<file path="config.mk">
export PLATFORM = sky130hd
export DESIGN_NAME = ps2_key_decoder
export DESIGN_NICKNAME = d
export VERILOG_FILES = /design/src/rtl/ps2_pkg.sv /design/src/rtl/ps2_line_filter.sv /design/src/rtl/ps2_key_decoder.sv
export SDC_FILE = /design/constraint.sdc
export NUM_CORES = 1
export LEC_CHECK = 0
export BUFFER_PORTS_ARGS = -buffer_cell sky130_fd_sc_hd__buf_4
export CORE_ASPECT_RATIO = 0.5
export CORE_MARGIN = 2
export CORE_UTILIZATION = 27
export DETAILED_ROUTE_END_ITERATION = 12
export GPL_TIMING_DRIVEN = 0
export RECOVER_POWER = 100
export SLEW_MARGIN = 20
export SYNTH_ARGS = -nofsm -noshare
export SYNTH_HDL_FRONTEND = slang
export SYNTH_SLANG_ARGS = --single-unit
</file>
<file path="constraint.sdc">
create_clock -name clk_sys -period 2.2 [get_ports clk_sys]
set_input_delay 0.44 -clock clk_sys [delete_from_list [all_inputs] [get_ports clk_sys]]
set_output_delay 0.44 -clock clk_sys [all_outputs]
set_load 0.02 [all_outputs]
</file>
<file path="src/rtl/ps2_pkg.sv">
// Shared types and constants for the PS/2 scan-code set 2 receiver.
package ps2_pkg;

    typedef enum logic [1:0] {
        StIdle,
        StData,
        StParity,
        StStop
    } ps2_state_e;

    localparam logic [7:0] PS2_EXT    = 8'hE0;
    localparam logic [7:0] PS2_REL    = 8'hF0;
    localparam logic [7:0] PS2_PAUSE  = 8'hE1;
    localparam logic [2:0] PAUSE_SKIP = 3'd7;

    // Keyboard acknowledge/status bytes that carry no key event when unprefixed.
    function automatic logic ps2_is_ctrl(input logic [7:0] code);
        case (code)
            8'h00, 8'hAA, 8'hEE, 8'hFA, 8'hFC, 8'hFE, 8'hFF: return 1'b1;
            default:                                          return 1'b0;
        endcase
    endfunction

endpackage

</file>
<file path="src/rtl/ps2_line_filter.sv">
// Two-flop synchroniser plus saturating-count glitch filter; pulses fall_o for one
// cycle when the filtered line goes from 1 to 0.
module ps2_line_filter #(
    parameter int unsigned FILTER = 8
) (
    input  logic clk_sys,
    input  logic reset_n,
    input  logic raw_i,
    output logic fall_o
);

    localparam int unsigned CntW = (FILTER > 1) ? $clog2(FILTER) : 1;
    localparam logic [CntW-1:0] CntLast = CntW'(FILTER - 1);

    logic [1:0]      sync_q, sync_d;
    logic            level_q, level_d;
    logic            fall_q, fall_d;
    logic [CntW-1:0] cnt_q, cnt_d;

    always_comb begin
        sync_d  = {sync_q[0], raw_i};
        level_d = level_q;
        fall_d  = 1'b0;
        cnt_d   = cnt_q;
        // Any sample that agrees with the filtered level restarts the run.
        if (sync_q[1] == level_q) begin
            cnt_d = '0;
        end else if (cnt_q == CntLast) begin
            cnt_d   = '0;
            level_d = sync_q[1];
            fall_d  = ~sync_q[1];
        end else begin
            cnt_d = cnt_q + 1'b1;
        end
    end

    always_ff @(posedge clk_sys) begin
        if (!reset_n) begin
            sync_q  <= 2'b11;
            level_q <= 1'b1;
            fall_q  <= 1'b0;
            cnt_q   <= '0;
        end else begin
            sync_q  <= sync_d;
            level_q <= level_d;
            fall_q  <= fall_d;
            cnt_q   <= cnt_d;
        end
    end

    assign fall_o = fall_q;

endmodule

</file>
<file path="src/rtl/ps2_key_decoder.sv">
// PS/2 keyboard receiver: deserialises set-2 frames, folds E0/F0/E1 prefixes and
// publishes toggle-strobed 11-bit key events.
module ps2_key_decoder
    import ps2_pkg::*;
#(
    parameter int unsigned FILTER  = 8,
    parameter int unsigned TIMEOUT = 96000
) (
    input  logic        clk_sys,
    input  logic        reset_n,
    input  logic        ps2_clk,
    input  logic        ps2_data,
    output logic [10:0] ps2_key,
    output logic        frame_err
);

    localparam int unsigned WdogW = $clog2(TIMEOUT + 1);
    localparam logic [WdogW-1:0] WdogLast = WdogW'(TIMEOUT - 1);
    localparam logic [WdogW-1:0] WdogMax  = WdogW'(TIMEOUT);
    localparam logic [WdogW-1:0] WdogOne  = WdogW'(1);

    logic             strobe;
    logic [1:0]       data_sync_q;
    logic             data_bit;
    ps2_state_e       state_q, state_d;
    logic [2:0]       bit_cnt_q, bit_cnt_d;
    logic [7:0]       shift_q, shift_d;
    logic             par_q, par_d;
    logic             ext_q, ext_d;
    logic             rel_q, rel_d;
    logic [2:0]       skip_q, skip_d;
    logic [WdogW-1:0] wdog_q, wdog_d;
    logic [10:0]      key_q, key_d;
    logic             err_q;
    logic             timeout, start_err, frame_good, frame_bad, err_now;

    ps2_line_filter #(
        .FILTER (FILTER)
    ) u_clk_filter (
        .clk_sys (clk_sys),
        .reset_n (reset_n),
        .raw_i   (ps2_clk),
        .fall_o  (strobe)
    );

    always_ff @(posedge clk_sys) begin
        if (!reset_n) begin
            data_sync_q <= 2'b11;
        end else begin
            data_sync_q <= {data_sync_q[0], ps2_data};
        end
    end

    assign data_bit = data_sync_q[1];

    // Frame FSM: state register.
    always_ff @(posedge clk_sys) begin
        if (!reset_n) begin
            state_q <= StIdle;
        end else begin
            state_q <= state_d;
        end
    end

    // Frame FSM: next state. A strobe always wins over the watchdog.
    always_comb begin
        state_d = state_q;
        if (strobe) begin
            unique case (state_q)
                StIdle:   if (!data_bit) state_d = StData;
                StData:   if (bit_cnt_q == 3'd7) state_d = StParity;
                StParity: state_d = StStop;
                StStop:   state_d = StIdle;
                default:  state_d = StIdle;
            endcase
        end else if (timeout) begin
            state_d = StIdle;
        end
    end

    // Frame FSM: decoded frame outcomes.
    always_comb begin
        timeout    = (state_q != StIdle) && !strobe && (wdog_q == WdogLast);
        start_err  = strobe && (state_q == StIdle) && data_bit;
        frame_good = strobe && (state_q == StStop) && data_bit && (^{shift_q, par_q});
        frame_bad  = strobe && (state_q == StStop) && !frame_good;
        err_now    = start_err || frame_bad || timeout;
    end

    // Bit capture and watchdog.
    always_comb begin
        shift_d   = shift_q;
        bit_cnt_d = bit_cnt_q;
        par_d     = par_q;
        if (strobe) begin
            unique case (state_q)
                StIdle: bit_cnt_d = 3'd0;
                StData: begin
                    shift_d   = {data_bit, shift_q[7:1]};
                    bit_cnt_d = bit_cnt_q + 3'd1;
                end
                StParity: par_d = data_bit;
                default: ;
            endcase
        end

        // Counts from 1 on the strobe so the abort lands TIMEOUT cycles after it.
        if (state_d == StIdle) begin
            wdog_d = '0;
        end else if (strobe) begin
            wdog_d = WdogOne;
        end else if (wdog_q != WdogMax) begin
            wdog_d = wdog_q + 1'b1;
        end else begin
            wdog_d = wdog_q;
        end
    end

    // Prefix folding and key event publication.
    always_comb begin
        ext_d  = ext_q;
        rel_d  = rel_q;
        skip_d = skip_q;
        key_d  = key_q;
        if (err_now) begin
            ext_d  = 1'b0;
            rel_d  = 1'b0;
            skip_d = 3'd0;
        end else if (frame_good) begin
            if (skip_q != 3'd0) begin
                skip_d = skip_q - 3'd1;
            end else if (shift_q == PS2_PAUSE) begin
                skip_d = PAUSE_SKIP;
                ext_d  = 1'b0;
                rel_d  = 1'b0;
            end else if (shift_q == PS2_EXT) begin
                ext_d = 1'b1;
            end else if (shift_q == PS2_REL) begin
                rel_d = 1'b1;
            end else if (ext_q || rel_q || !ps2_is_ctrl(shift_q)) begin
                key_d = {~key_q[10], ~rel_q, ext_q, shift_q};
                ext_d = 1'b0;
                rel_d = 1'b0;
            end
        end
    end

    always_ff @(posedge clk_sys) begin
        if (!reset_n) begin
            bit_cnt_q <= 3'd0;
            shift_q   <= 8'h00;
            par_q     <= 1'b0;
            ext_q     <= 1'b0;
            rel_q     <= 1'b0;
            skip_q    <= 3'd0;
            wdog_q    <= '0;
            key_q     <= 11'h000;
            err_q     <= 1'b0;
        end else begin
            bit_cnt_q <= bit_cnt_d;
            shift_q   <= shift_d;
            par_q     <= par_d;
            ext_q     <= ext_d;
            rel_q     <= rel_d;
            skip_q    <= skip_d;
            wdog_q    <= wdog_d;
            key_q     <= key_d;
            err_q     <= err_now;
        end
    end

    assign ps2_key   = key_q;
    assign frame_err = err_q;

endmodule

</file>
After elaboration in Yosys (flattened, before gate mapping)
Cells that the tools add are included.
W data, S select, Z words.
- output and inout port bits: 12
- register bits after elaboration: 57
- bits of input ports: 4
- word-level logic and storage cells: 114
- bitwise operators: 11
- reduce and logical (&&, ||, !) cells: 40
- eq/ne operators: 19
- add/sub/neg operators: 4
- muxes and demuxes: 24
- operators with widths (operator ; number):
    $eq A8 B8 Y1 const B ; 9
    $add A17 B1 Y17 const B ; 1
    $eq A17 B17 Y1 const B ; 1
    $ne A17 B17 Y1 const B ; 1
    $mux W1 ; 16
    $not A1 Y1 ; 11
    $reduce_and A2 Y1 ; 5
    $reduce_bool A3 Y1 ; 3
    $reduce_or A3 Y1 ; 3
    $reduce_xor A9 Y1 ; 1
    $logic_and A1 B1 Y1 ; 8
    $logic_not A8 Y1 ; 1
    $mux W2 ; 4
    $pmux W2 S4 ; 1
    $reduce_and A4 Y1 ; 2
    $reduce_bool A2 Y1 ; 4
    $reduce_and A7 Y1 ; 1
    $reduce_or A7 Y1 ; 1
    $add A3 B1 Y3 const B ; 2
    $eq A3 B3 Y1 const B ; 2
    $mux W3 ; 2
    $pmux W3 S2 ; 1
    $eq A2 B2 Y1 const B ; 2
    $logic_not A2 Y1 ; 2
    8 further kinds ; 14

Longest topological paths before layout
Gate-level depths: netlist (run 1).
- depth in word-level cells: 15
- depth in mapped cells: 9
- depth with buffers taken out: 8

Modules after synthesis
A second synthesis (run 1) with hierarchy kept.
- cells, all modules: 294
- area, all modules: 2735.1 um2
- by module, submodules not included (module ; cells an instance ; times used ; area each (um2) ; seq. area each (um2)):
    ps2_key_decoder ; 276 ; 1 ; 2489.9 ; 1001.0
    ps2_line_filter ; 18 ; 1 ; 245.2 ; 140.1

Least setup slack after synthesis (run 1)
Ideal clock, no wire load.
- kind: register -> register
- start: register shift_q[3]
- end: register key_q[10] (netlist: ps2_key[10])
- setup time: 126 ps
- buffers on the path: 2
- setup slack: 182 ps
- stages on the path, launching flop included: 9
- data arrival time: 1892 ps
- clock period less this slack: 2018 ps
- data required time: 2074 ps
- path through: dfxtp_1 -> buf_4 -> xor2_1 -> xnor3_2 -> mux2i_1 -> a2111o_1 -> buf_6 -> xor2_1 -> nor2_2
- word-level cells in the longest chain between the ends: 12
- elaborated cells between the ends (all ways): 31
- classes of those cells: eq/ne (9); mux (7); bitwise (4); reduce/logical (11)
- RTL lines (element ; RTL line ; source):
    from (decl) ; ps2_key_decoder.sv:27 ; logic [7:0] shift_q, shift_d;
    from (signal assigned) ; ps2_key_decoder.sv:161 ; shift_q <= shift_d;
    $eq A8 B8 Y1 or $logic_not A8 Y1 (tied branches) ; ps2_pkg.sv:18 ; case (code)
    $reduce_or A7 Y1 ; ps2_pkg.sv:18 ;
    $mux W1 ; ps2_pkg.sv:18 ;
    $mux W1 ; ps2_key_decoder.sv:138 ; end else if (shift_q == PS2_REL) begin
    $mux W1 ; ps2_key_decoder.sv:136 ; end else if (shift_q == PS2_EXT) begin
    $mux W1 ; ps2_key_decoder.sv:132 ; end else if (shift_q == PS2_PAUSE) begin
    $mux W1 ; ps2_key_decoder.sv:130 ; if (skip_q != 3'd0) begin
    $mux W1 ; ps2_key_decoder.sv:129 ; end else if (frame_good) begin
    $mux W1 ; ps2_key_decoder.sv:125 ; if (err_now) begin
    $logic_not A1 Y1 ; ps2_key_decoder.sv:140 ; end else if (ext_q || rel_q || !ps2_is_ctrl(shift_q)) begin
    $logic_or A1 B1 Y1 ; ps2_key_decoder.sv:140 ;
    $reduce_and A7 Y1 (no line) * ; - ;
    to (signal assigned) ; ps2_key_decoder.sv:167 ; key_q <= key_d;
    to (decl) ; ps2_key_decoder.sv:33 ; logic [10:0] key_q, key_d;
Every way passes the cells marked *; elsewhere a longest branch is shown, timed or not. The select of a mux whose other input is x is not followed.
A chain may end at the register's enable or synchronous reset.

Final worst setup path (run 1)
- start: register shift_q[6]
- end: register key_q[6] (netlist: ps2_key[6])
- word-level cells in the longest chain between the ends: 12
- elaborated cells between the ends (all ways): 31
- classes of those cells: eq/ne (9); mux (7); bitwise (4); reduce/logical (11)
- RTL lines (element ; RTL line):
    $eq A8 B8 Y1 or $logic_not A8 Y1 (tied branches) ; ps2_pkg.sv:18
    $reduce_or A7 Y1 ; ps2_pkg.sv:18
    $mux W1 ; ps2_pkg.sv:18
    $mux W1 ; ps2_key_decoder.sv:138
    $mux W1 ; ps2_key_decoder.sv:136
    $mux W1 ; ps2_key_decoder.sv:132
    $mux W1 ; ps2_key_decoder.sv:130
    $mux W1 ; ps2_key_decoder.sv:129
    $mux W1 ; ps2_key_decoder.sv:125
    $logic_not A1 Y1 ; ps2_key_decoder.sv:140
    $logic_or A1 B1 Y1 ; ps2_key_decoder.sv:140
    $reduce_and A7 Y1 (no line) ; -
Parallel ways exist; a longest one is shown, timed or not. The select of a mux whose other input is x is not followed.

==> metrics.txt, run 1 <==
number of synthesized flops with an enable pin=0; Cell Area, Synth=2640 sq um; Initial Utilization=27.8%; worst skew pair latency=0.33 ns; violated checks=setup timing; crit end category=flip-flop; minimum clock period=2.24 ns; initial antenna violation count=0; Hold Crit Depth=2; DR WL met2=2200 microns; CP delay by family, top=XOR/XNOR gates; total CTS buffers=9; root buffer cell=clkbuf_16; Seq cells post-synth=57; part of the cycle the worst path needs=102%; Ports=16; Warnings, synthesis=0; Rows=25; Layout Cells excl Fill=460; GP Congestion=0.751; syn_nets=297; final hold vios=0; skew final=0.00388 ns; Final Max Tran Viols=0; Max Cap Viol=0; largest net degree at the start of global routing=11; Post-Place Worst Slack=0.0160 ns; gr usage total=10.5%; Mean Syn Cell Area=9.25 sq um; asr flop ratio synth=0%; dpl cells=434; vias in the first global route=1,862; Worst slew margin=65.8%; WHS=0.294 ns; met3 WL=218 microns; vias per std cell=4.34; met1 wire length=2510 microns; status=complete, but fails checks; Tightest Hold Check Type=in -> reg; Worst path depth=8; die width=144 microns; area of placed instances=2910 sq um; top_reg_cell synth=dfxtp_1; max layer used=met4; detailed-route DRC error count=0; pwr/cell area=701 nW/um^2; Worst Path Max Fanout=5; clk sink count=57; DIE AREA=10,600 sq um; Bufs and invs on worst path=2; fin area=3320 sq um; CP Launch Type=flip-flop; Die Y=73.9 microns; 1st-pass router iterations=4; setup ws final=-0.0353 ns; Nets=335; RSZ-0062 raised after global routing=yes; fraction of layout cells with a size suffix above 1=18.2%; Seq/Total Area, Yosys=43.3%; vias=1,997; Distinct cells, synth=49; Critical Path Max Stage Delay=0.49 ns; first-pass GRT wire length=8370 microns; CTS tree=done; WL per Instance=11.0 microns; gr ovfl total=0; Setup CP Type=reg -> reg; Max Root-Sink Buffers=2; # H-tree levels=3; Lkg Pwr=1.36 nW; crit-path cells=buf_6 > xnor2_2 > xnor3_2 > mux2i_4 > a2111o_1 > buf_4 > mux2i_1 > nor2_1; routed wire length=5060 microns; Req. time, crit path=2.40 ns; n_diodes=0; Slew @ Worst Pin=0.513 ns; Synth Instances=285; clock transition at the registers of the reported paths=0.05 ns; VDD IR-drop max=0.361 mV; Power Total=2.33 mW; Slowest cell on crit path=xnor3_2; Max Freq=447 MHz; path depth of the worst reg2reg path=8; DRT antenna net count=0; initial drt markers=104; Area Overhead vs Synth=25.9%; post-DP HPWL=3180 microns; final setup fails=6; Post-CTS Hold Fix Bufs=0; CP arrival=2.43 ns; core area=9480 sq um; Port Buf Inserts=14
==> state kept, by name, indices dropped and copies added (netlist names) <==
register and cells:
frame_err 1, shift_q 8, u_clk_filter.cnt_q 3, bit_cnt_q 3, wdog_q 17, state_q 2
ext_q 1, u_clk_filter.level_q 1, u_clk_filter.sync_q 2, u_clk_filter.fall_o 1, rel_q 1, ps2_key 11
skip_q 3, data_sync_q 2, par_q 1
==> layer usage <==
metal	up-vias	global-route usage, %
met5	-	0
met4	0	6.54
met2	26	16.5
met3	11	4.69
met1	908	11.9
li1	1052	-
==> cells in the final DEF, fill, tap and decap left out, types with 8 or more instances in the layout <==
master	n
clkbuf_1	15
nand2_1	15
nand3_1	13
nor2_1	47
ha_1	8
dfxtp_1	56
mux2i_1	20
xor2_1	13
clkbuf_16	9
buf_4	20
inv_1	9
==> worst paths after layout <==
check	startpoint	endpoint	slack, ns
max	shift_q[6]$_SDFFE_PN0P_	ps2_key[6]$_SDFFE_PN0P_	-0.04
min	ps2_clk	u_clk_filter.sync_q[0]$_SDFF_PN1_	0.29
max reg2reg	shift_q[6]$_SDFFE_PN0P_	ps2_key[6]$_SDFFE_PN0P_	-0.04
min reg2reg	data_sync_q[0]$_SDFF_PN1_	data_sync_q[1]$_SDFF_PN1_	0.40
==> metrics by stage <==
step	utilization [%]	TNS [ns]
2_1_floorplan	-	0
3_3_place_gp	30.7	0
3_5_place_dp	30.7	0
4_1_cts	33.6	0
5_1_grt	35.0	-1.84
6_report	35.0	-0.151
==> synthesized netlist by cell type, types with 3 or more instances <==
cell,instances,area (sq um)
xor2_1,13,114
xnor2_1,8,70.1
nand3_1,13,65.1
nor2_1,47,176
and3_1,6,37.5
inv_1,9,33.8
clkbuf_1,6,22.5
buf_6,3,33.8
nand4b_1,3,26.3
and2_1,3,18.8
dfxtp_1,57,1140
mux2i_1,22,220
nand2b_1,6,37.5
ha_1,8,100
nand4_1,5,31.3
o21ai_0,3,15.0
nand2_1,15,56.3
a21oi_1,7,35.0
buf_2,5,25.0
nor3_1,8,40.0
nor4_1,4,25.0
==> cell families (layout without fill, tap and decap cells) <==
family	after synthesis	after routing	share of synthesized area (%)
AND/OR/NAND/NOR	124	124	23.9
buffers and inverters	26	66	5.08
AO/OA/AOI/OAI	25	25	6.78
adder cells (fa/ha/maj)	8	8	3.80
flip-flops	57	57	43.3
multiplexers	22	22	8.35
XOR/XNOR	23	23	8.82
==> repair_timing <==
| action | in CTS | in global routing |
|---|---|---|
| buffers inserted | 0 | 14 |
| gates resized for setup | 0 | 23 |
| setup endpoints to repair | 0 | 24 |
==> where the power goes <==
| part | leakage [nW] | internal (mW) | switching (mW) |
|---|---|---|---|
| registers | 0.460 | 1.04 | 0.00248 |
| logic | 0.768 | 0.00851 | 0.0150 |
| clock network | 0.134 | 0.831 | 0.430 |
| total | 1.36 | 1.88 | 0.448 |
==> layout make-up <==
cell class                      count  area, sq um
Fill cell                         995         6160
Multi-Input combinational cell    202         1420
Sequential cell                    57         1140
Clock buffer                       13          270
Timing Repair Buffer               29          176
Tap cell                          135          169
Buffer                             14          109
Inverter                           10         37.5
No activity file was read; power rests on OpenSTA's default activity.
==> run 2: changes to the inputs <==
Settings changed: CORE_UTILIZATION 27 to 54, PLACE_DENSITY set to 0.75.
==> metrics.txt, run 2 (same netlist as run 1, synthesis figures left out) <==
# H-tree levels=3 (unchanged); vias per std cell=5.28 (+22%); Nets=335 (unchanged); Bufs and invs on worst path=2 (unchanged); Slew @ Worst Pin=0.605 ns (+0.0912 ns); initial drt markers=69 (-34%); CP arrival=2.44 ns (about the same); Top reg by flops=wdog_q; total CTS buffers=9 (unchanged); violated checks=setup timing; combinational fraction of design power=1.2% (+0.2 points); gr ovfl total=0 (unchanged); detailed-route DRC error count=0 (unchanged); multi-input logic area=1410 sq um (-0.53%); Setup CP Type=reg -> reg; DRT antenna net count=0 (unchanged); pwr/cell area=636 nW/um^2 (-9.2%); internal power=1.60 mW (-15%); setup ws final=-0.0227 ns (+0.0126 ns); vias in the first global route=1,773 (-4.8%); skew final=0.00493 ns (+0.00105 ns); crit-path cells=buf_6 > xnor2_2 > xnor3_2 > buf_4 > xor2_1 > nor3_4 > a21oi_1 > a311oi_1; R2R Path End=skip_q[2]$_SDFFE_PP0P_; GP Congestion=0.785 (+4.4%); Tightest Hold Check Type=in -> reg; routed wire length=5200 microns (+2.8%); switch share=20.3% (+1.1 points); root buffer cell=clkbuf_8; clock transition at the registers of the reported paths=0.06 ns (about the same); first-pass GRT wire length=7770 microns (-7.2%); gr usage total=19.2% (+8.7 points); path depth of the worst reg2reg path=8 (unchanged); Worst slew margin=59.6% (-6.2 points); Final Util=69.2% (+34 points); VDD IR-drop max=0.312 mV (-14%); most common cell after layout, fill and taps aside=dfxtp_1; CP delay by family, top=XOR/XNOR gates; Critical Path Max Stage Delay=0.47 ns (-0.02 ns); Max Root-Sink Buffers=2 (unchanged); die width=103 microns (-28%); Max Freq=450 MHz (+0.57%); DIE AREA=5490 sq um (-48%); Final Max Tran Viols=0 (unchanged); part of the cycle the worst path needs=101% (-0.57 points); max reg flops=17 (unchanged); final setup fails=1 (-5); Die Y=53.4 microns (-28%); core area=4550 sq um (-52%); crit end category=flip-flop; Post-CTS Hold Fix Bufs=0 (unchanged); status=complete, but fails checks; Req. time, crit path=2.42 ns (+0.02 ns); Reg-to-Reg Start=shift_q[5]$_SDFFE_PN0P_; Setup crit end=skip_q[2]$_SDFFE_PP0P_; worst skew pair latency=0.34 ns (about the same); CTS tree=done; CP Launch Type=flip-flop; Worst Path Max Fanout=6 (+1); most frequent cells in the layout=dfxtp_1 (54), nor2_1 (47), mux2i_1 (20); Rows=17 (-32%); RSZ-0062 raised after global routing=yes; Seq pwr share=51.9% (+7.1 points); area of placed instances=2830 sq um (-3.0%); Area Overhead vs Synth=19.4%; fraction of layout cells with a size suffix above 1=19.2% (+1.1 points); Initial Utilization=57.9% (+30 points); Clk pwr share=47.0% (-7.2 points); Power Total=2.00 mW (-14%); flop2flop setup slack=-0.02 ns (about the same); Layout Cells excl Fill=394 (-14%); fillers=376 (-62%); minimum clock period=2.22 ns (-0.0126 ns); FF/Latch Area=1140 sq um (+0.22%); Max Cap Viol=0 (unchanged); initial antenna violation count=0 (unchanged); WL per Instance=13.2 microns (+20%); fin area=3150 sq um (-5.2%); Lkg Pwr=1.33 nW (-2.5%); final hold vios=0 (unchanged); total net switching power=0.406 mW (-9.2%); dpl cells=365 (-16%); Worst path depth=8 (unchanged); WHS=0.281 ns (-0.0129 ns); largest net degree at the start of global routing=11 (unchanged); Slowest cell on crit path=xnor3_2; Port Buf Inserts=14 (unchanged); n_diodes=0 (unchanged); 1st-pass router iterations=5 (+1); Ports=16 (unchanged); vias=2,080 (+4.2%); post-DP HPWL=3260 microns (+2.4%); Worst setup startpoint=shift_q[5]$_SDFFE_PN0P_; clk sink count=57 (unchanged)
-- run 2: changes by cell type in the layout (fill, tap and decap cells not counted), sizes merged --
cell / before / now
bufinv: 0 / 1
clkinv: 0 / 2
-- run 2: stage by stage --
stage	setup TNS, ns	worst slack [ns]
2_1_floorplan	0	0.182
3_3_place_gp	0	0.0552
3_5_place_dp	-0.0571	-0.0203
4_1_cts	0	0.0102
5_1_grt	-0.268	-0.0696
6_report	-0.0227	-0.0227
-- run 2: cell type report --
type	count	share of cell area, %
buffer	13	3.30
timing repair buffer	30	5.76
clock buffer	13	4.73
clock inverter	3	1.27
sequential	57	36.4
tap	66	2.62
inverter	10	1.19
multi-input combinational	202	44.8
-- run 2: what timing repair did --
item | CTS | global route
setup endpoints to repair | 5 | 18
pin swaps | 0 | 8
resized for setup | 0 | 24
cloned | 0 | 2
buffers inserted | 1 | 13
-- run 2: power by group through the flow --
| stage | sequential (mW) | clock (mW) | combinational, mW |
|---|---|---|---|
| after floorplan | 1.06 | 0 | 0.0163 |
| after global placement | 1.06 | 0 | 0.0233 |
| after detailed placement | 1.06 | 0 | 0.0236 |
| after CTS | 1.04 | 0.965 | 0.0237 |
| after global routing | 1.04 | 1.01 | 0.0270 |
| final | 1.04 | 0.940 | 0.0235 |
-- run 2: how the worst min path moves through the flow --
| stage | startpoint | end | slack [ns] | cells past startpoint |
|---|---|---|---|---|
| 2_1_floorplan | data_sync_q[0]$_SDFF_PN1_ | data_sync_q[1]$_SDFF_PN1_ | 0.39 | 1 |
| 3_5_place_dp | u_clk_filter.sync_q[0]$_SDFF_PN1_ | u_clk_filter.sync_q[1]$_SDFF_PN1_ | 0.40 | 1 |
| 5_1_grt | ps2_clk | u_clk_filter.sync_q[0]$_SDFF_PN1_ | 0.27 | 2 |
| 6_report | ps2_clk | u_clk_filter.sync_q[0]$_SDFF_PN1_ | 0.28 | 2 |
| 3_3_place_gp | u_clk_filter.sync_q[0]$_SDFF_PN1_ | u_clk_filter.sync_q[1]$_SDFF_PN1_ | 0.39 | 1 |
| 4_1_cts | ps2_clk | u_clk_filter.sync_q[0]$_SDFF_PN1_ | 0.27 | 2 |
-- run 2: layer usage --
layer  up-vias  routed length (microns)  track usage [%]
li1       1052                        -                -
met1       970                     2310             21.5
met2        45                     2480             32.2
met3        13                      264             7.53
met4         0                      143             9.87
met5         -                        0                0
